<file path="src/rtl/inst_fetch_if.sv">
// Fetch-stage bus bundle.
// Purpose: groups the instruction-memory port, the decode handshake and the
// execute redirect path of the fetch stage into one connection.
// Signals (named from the fetch stage's point of view):
//   o_imem_addr   byte address presented to instruction memory (= PC)
//   i_imem_inst   word returned combinationally for o_imem_addr
//   o_inst/o_pc   registered instruction and its fetch address
//   o_valid       o_inst/o_pc hold a live instruction
//   i_ready       decode accepts o_inst this cycle
//   i_redirect    execute requests a PC change
//   i_redirect_pc redirect target
//   o_misaligned  sticky fault: last redirect target not 4-byte aligned
// Modports: master = fetch stage, slave = memory/decode/execute side.

`ifndef INST_WIDTH
`define INST_WIDTH 32
`endif

interface inst_fetch_if #(
    parameter int ADDR_WIDTH = 10
);
    logic [ADDR_WIDTH-1:0]  o_imem_addr;
    logic [`INST_WIDTH-1:0] i_imem_inst;
    logic [`INST_WIDTH-1:0] o_inst;
    logic [ADDR_WIDTH-1:0]  o_pc;
    logic                   o_valid;
    logic                   i_ready;
    logic                   i_redirect;
    logic [ADDR_WIDTH-1:0]  i_redirect_pc;
    logic                   o_misaligned;

    modport master (
        output o_imem_addr, o_inst, o_pc, o_valid, o_misaligned,
        input  i_imem_inst, i_ready, i_redirect, i_redirect_pc
    );

    modport slave (
        input  o_imem_addr, o_inst, o_pc, o_valid, o_misaligned,
        output i_imem_inst, i_ready, i_redirect, i_redirect_pc
    );
endinterface

</file>
<file path="src/rtl/inst_fetch.sv">
// Instruction fetch stage.
// Purpose: holds the PC, presents it to a combinational-read instruction
// memory, registers the returned word for decode behind a valid/ready
// handshake, and applies redirects from execute. A misaligned redirect target
// parks the stage in FAULT (no fetching) until an aligned redirect or reset.
// Ports:
//   i_clk    clock, all state updates on the rising edge
//   i_rst_n  synchronous active-low reset
//   bus      inst_fetch_if.master (memory port, decode handshake, redirect)

`ifndef INST_WIDTH
`define INST_WIDTH 32
`endif

module inst_fetch #(
    parameter int                           MEM_SIZE = 1024,
    parameter logic [$clog2(MEM_SIZE)-1:0]  RESET_PC = '0
) (
    input  logic          i_clk,
    input  logic          i_rst_n,
    inst_fetch_if.master  bus
);
    localparam int ADDR_WIDTH = $clog2(MEM_SIZE);

    typedef enum logic {
        RUN   = 1'b0,
        FAULT = 1'b1
    } state_e;

    state_e                 state_q, state_d;
    logic [ADDR_WIDTH-1:0]  pc_q, pc_d;
    logic [`INST_WIDTH-1:0] inst_q, inst_d;
    logic [ADDR_WIDTH-1:0]  opc_q, opc_d;
    logic                   valid_q, valid_d;
    logic                   mis_q, mis_d;
    logic                   fire;

    // Fetch when the output slot is empty or is being drained this cycle.
    assign fire = !valid_q || bus.i_ready;

    // NOTE: every _d gets its hold value first, so no branch can leave one
    // unassigned and infer a latch.
    always_comb begin
        state_d = state_q;
        pc_d    = pc_q;
        inst_d  = inst_q;
        opc_d   = opc_q;
        valid_d = valid_q;
        mis_d   = mis_q;

        if (bus.i_redirect) begin
            // Redirect beats fetch and stall; the held/in-flight word is dropped.
            valid_d = 1'b0;
            if (bus.i_redirect_pc[1:0] == 2'b00) begin
                pc_d    = bus.i_redirect_pc;
                mis_d   = 1'b0;
                state_d = RUN;
            end else begin
                mis_d   = 1'b1;
                state_d = FAULT;
            end
        end else begin
            unique case (state_q)
                RUN: begin
                    if (fire) begin
                        inst_d  = bus.i_imem_inst;
                        opc_d   = pc_q;
                        valid_d = 1'b1;
                        // Wraps modulo 2^ADDR_WIDTH by construction.
                        pc_d    = pc_q + ADDR_WIDTH'(4);
                    end
                end
                FAULT: begin
                    // Frozen until an aligned redirect or reset.
                end
                default: state_d = RUN;
            endcase
        end
    end

    // NOTE: sequential state uses non-blocking assignments so every register
    // samples the pre-edge values regardless of statement order.
    always_ff @(posedge i_clk) begin
        if (!i_rst_n) begin
            state_q <= RUN;
            pc_q    <= RESET_PC;
            inst_q  <= '0;
            opc_q   <= '0;
            valid_q <= 1'b0;
            mis_q   <= 1'b0;
        end else begin
            state_q <= state_d;
            pc_q    <= pc_d;
            inst_q  <= inst_d;
            opc_q   <= opc_d;
            valid_q <= valid_d;
            mis_q   <= mis_d;
        end
    end

    assign bus.o_imem_addr  = pc_q;
    assign bus.o_inst       = inst_q;
    assign bus.o_pc         = opc_q;
    assign bus.o_valid      = valid_q;
    assign bus.o_misaligned = mis_q;
endmodule

</file>
<file path="src/flat_wrapper.sv">
// flat-port wrapper written by rule: the top's interface ports become plain ports
module inst_fetch_flat 
#(
    parameter int                           MEM_SIZE = 1024,
    parameter logic [$clog2(MEM_SIZE)-1:0]  RESET_PC = '0
)
  (i_clk, i_rst_n, bus_o_imem_addr, bus_o_inst, bus_o_pc, bus_o_valid, bus_o_misaligned, bus_i_imem_inst, bus_i_ready, bus_i_redirect, bus_i_redirect_pc);
  inst_fetch_if #(.ADDR_WIDTH(10)) bus_i ();
  input  logic i_clk;
  input  logic i_rst_n;
  output wire logic [$bits(bus_i.o_imem_addr)-1:0] bus_o_imem_addr;
  output wire logic [$bits(bus_i.o_inst)-1:0] bus_o_inst;
  output wire logic [$bits(bus_i.o_pc)-1:0] bus_o_pc;
  output wire logic [$bits(bus_i.o_valid)-1:0] bus_o_valid;
  output wire logic [$bits(bus_i.o_misaligned)-1:0] bus_o_misaligned;
  input wire logic [$bits(bus_i.i_imem_inst)-1:0] bus_i_imem_inst;
  input wire logic [$bits(bus_i.i_ready)-1:0] bus_i_ready;
  input wire logic [$bits(bus_i.i_redirect)-1:0] bus_i_redirect;
  input wire logic [$bits(bus_i.i_redirect_pc)-1:0] bus_i_redirect_pc;
  assign bus_o_imem_addr = bus_i.o_imem_addr;
  assign bus_o_inst = bus_i.o_inst;
  assign bus_o_pc = bus_i.o_pc;
  assign bus_o_valid = bus_i.o_valid;
  assign bus_o_misaligned = bus_i.o_misaligned;
  assign bus_i.i_imem_inst = bus_i_imem_inst;
  assign bus_i.i_ready = bus_i_ready;
  assign bus_i.i_redirect = bus_i_redirect;
  assign bus_i.i_redirect_pc = bus_i_redirect_pc;
  inst_fetch #(.MEM_SIZE(MEM_SIZE), .RESET_PC(RESET_PC)) u_core (.i_clk(i_clk), .i_rst_n(i_rst_n), .bus(bus_i));
endmodule
</file>
<file path="config.mk">
export PLATFORM = sky130hd
export DESIGN_NAME = inst_fetch_flat
export DESIGN_NICKNAME = d
export VERILOG_FILES = /design/src/rtl/inst_fetch_if.sv /design/src/rtl/inst_fetch.sv /design/src/flat_wrapper.sv
export SDC_FILE = /design/constraint.sdc
export NUM_CORES = 1
export LEC_CHECK = 0
export BUFFER_PORTS_ARGS = -buffer_cell sky130_fd_sc_hd__buf_2
export CAP_MARGIN = 20
export CORE_UTILIZATION = 40
export CTS_BUF_LIST = sky130_fd_sc_hd__clkbuf_8
export DETAILED_ROUTE_END_ITERATION = 16
export PLACE_DENSITY = 0.71
export SLEW_MARGIN = 15
export SYNTH_ARGS = -nofsm -noshare
export SYNTH_HDL_FRONTEND = slang
export SYNTH_SLANG_ARGS = --single-unit
export TNS_END_PERCENT = 20
</file>
<file path="constraint.sdc">
create_clock -name i_clk -period 1.74 [get_ports i_clk]
set_input_delay 0.261 -clock i_clk [delete_from_list [all_inputs] [get_ports i_clk]]
set_output_delay 0.261 -clock i_clk [all_outputs]
set_load 0.05 [all_outputs]
</file>
==> impl_results.md <==
- Initial DRC Count: 105
- ANT nets after route: 0
- Clock Latency Late Sink: about 300 ps
- Ant diodes: 0
- Gr usage total: 0.185
- R2R setup slack: about 280 ps
- Fraction of layout cells with a size suffix above 1: 0.348
- # resized after CTS: 0
- Synth warn: 0
- GRT overflow: 0
- Area Growth Syn to Fin: 32.5%
- Register area share after synthesis: 0.522
- Most frequent cells in the layout: buf_2, nand2_1, dfxtp_1, a21oi_1
- F_max: ~680 MHz
- Die area: roughly 0.0055 mm^2
- Largest net degree at the start of global routing: 33
- Nets: around 400
- Post-synth cell types: 38
- Drt wl/cell: approximately 12 um
- Hold Crit Endpoint: u_core.bus.o_inst[14]
- Min-delay src: bus_i_imem_inst[14]
- Commonest non-fill, non-tap cell in the layout: buf_2
- Post-route minimum period: 1460 ps
- Dpl ws: between 150 and 200 ps
- Peak VDD IR: around 0.72 mV
- Final WS setup: 277 ps
- Maximum fanout along the worst path: 9
- Synthesized Nets: a little over 300
- Root buffer cell: clkbuf_8
- #FFs+latches synth: 54
- Dpl hpwl: 3.57 mm
- Critical Path AT: between 1500 and 2000 ps
- Sw Pwr: ~850 uW
- Buffers added on ports: between 90 and 100
- Post-route clock skew: 2.83 ps
- Core ar.: just under 0.005 mm^2
- Worst setup EP type: flop
- Worst hold path cell count: 3
- Top-Level Pins: 100
- Worst Setup Start Kind: flop
- DIE HEIGHT: ~74 um
- Switch share: 0.322
- Vias per inst: a little under 5
- Max clock buf depth: 2
- WL final: roughly 5 mm
- Final cell count without fillers: between 400 and 500
- Initial core utilization: 0.427
- Pleak: between 0.001 and 0.0015 uW
- EDFF count, synth: 0
- GPL Wtd Cong: between 0.7 and 0.8
- Worst-margin pin slew: roughly 390 ps
- CP required: between 1500 and 2000 ps
- Post-Syn Area per Cell: 8.12 um^2
- Status: finished, final reports clean
- Synth top area share: 0.522
- Hold-fix buffer count after cts: 0
- Async SR Flop Fraction: 0
- Final Hold Fails: 0
- Max Cap Viol: 0
- Final setup viols: 0
- Worst r2r path cells: 4
- Clk pin slew, worst setup/hold paths: roughly 90 ps
- Class of the worst hold path: input port to flop
- CTS H-tree depth: 2
- Worst R2R End: u_core.bus.o_imem_addr[8]
- Pwr per Cell Area: between 900 and 1000 mW/mm^2
- Initial antenna violation count: 0
- Num CTS Buffers: 5
- Dpl cells: approximately 410
- Clock sinks: 54
- Postcts setup bufs: 0
- First-pass GRT wire length: 7.85 mm
- Clk network pwr share: 0.269
- Worst setup startpoint: u_core.bus.o_imem_addr[4]
- DRT Pass-1 Iters: 4
- Die Width: 73.9 um
- Worst R2R Start: u_core.bus.o_imem_addr[4]
- Post-Syn Area: 0.00207 mm^2
- Fill count: between 400 and 500
- Yosys top cell by area: dfxtp_1
- Drc violations: 0
- Flop pwr share: 0.514
- Main synth FF type: dfxtp_1
- Combinational Power Share: 0.217
- Worst relative slew slack: 0.738
- Util after Layout: 0.565
- Crit share post-route: 0.841
- Post-Synthesis Cells: ~260
- Via count: approximately 2,100
- CTS tree: done
- Cell-internal power: around 1800 uW
- Final-report max-slew violation count: 0
- Post-route setup TNS: 0 ps
- Top cells by area, synth: dfxtp_1, nand2_1, a21oi_1, clkbuf_1, buf_2
- FP Rows: 25
- Vias in the first global route: approximately 1,800
- Crit Path Category: flop to flop
- Unrepaired setup endpoints after global routing: no
-- routing by layer --
| layer | global-route usage | wire [um] | vias to the layer above |
|---|---|---|---|
| met2 | 0.292 | 2170 | 80 |
| li1 | - | - | 1054 |
| met4 | 0.0705 | 55 | 0 |
| met3 | 0.0556 | 431 | 5 |
| met1 | 0.239 | 2320 | 923 |
| met5 | 0 | 0 | - |
-- power by group through the flow --
stage	clock network, uW	logic (uW)	registers (uW)
detailed placement	0	573	1380
global route	787	613	1360
finish	708	570	1350
global placement	0	568	1380
floorplan	0	174	1610
CTS	739	575	1350
-- worst max-delay path, stage by stage (launching register included) --
cell,delay [ps]
dfxtp_1,490
and3_1,230
nand3_1,100
or4_1,420
a31oi_1,160
-- flip-flops by register name (all words and copies together), names as in the netlist --
signal,cells
u_core.bus.o_valid,1
u_core.bus.o_pc,10
u_core.state_q,1
u_core.bus.o_inst,32
u_core.bus.o_imem_addr,10
-- cells by family (layout without fill, tap and decap cells) --
group / Yosys count / after routing / synth area share
AND/OR/NAND/NOR: 116 / 116 / 0.249
buffers and inverters: 18 / 116 / 0.0357
multiplexers: 1 / 1 / 0.00484
adder cells (fa/ha/maj): 1 / 1 / 0.00604
flip-flops: 54 / 54 / 0.522
AO/OA/AOI/OAI: 65 / 65 / 0.183
-- cell type report --
class	instances	area (um^2)	area share
Clock inverter	2	12.5	0.00456
Tap cell	67	83.8	0.0306
Multi-Input combinational cell	183	915	0.334
Clock buffer	6	82.6	0.0301
Timing Repair Buffer	105	553	0.202
Sequential cell	54	1080	0.395
Inverter	3	11.3	0.00411
-- worst max-delay path by stage --
| stage | slack (ps) | end |
|---|---|---|
| floorplan | 50 | u_core.bus.o_imem_addr[8] |
| global placement | 230 | u_core.bus.o_imem_addr[9] |
| detailed placement | 190 | u_core.bus.o_imem_addr[9] |
| CTS | 280 | u_core.bus.o_imem_addr[8] |
| global route | 180 | u_core.bus.o_imem_addr[8] |
| finish | 280 | u_core.bus.o_imem_addr[8] |
-- synth_stat cells (2+ instances only) --
cell and count:
a31oi_1 2, nand3_1 4, dfxtp_1 54, a21oi_1 47, and3_1 3, a22oi_1 2
nor2_1 6, and2_1 2, o21ai_1 2, a211oi_1 3, nand2_1 88, clkbuf_1 10
buf_2 5, nor3_1 2, inv_2 2
-- through the flow --
step	area (um^2)	power, uW	hold WS, ps
floorplan	2070	1780	397
global placement	2650	1950	438
detailed placement	2650	1950	443
CTS	2740	2660	178
global route	2740	2760	182
finish	2740	2630	187
Power figures use the tool's default switching activity.
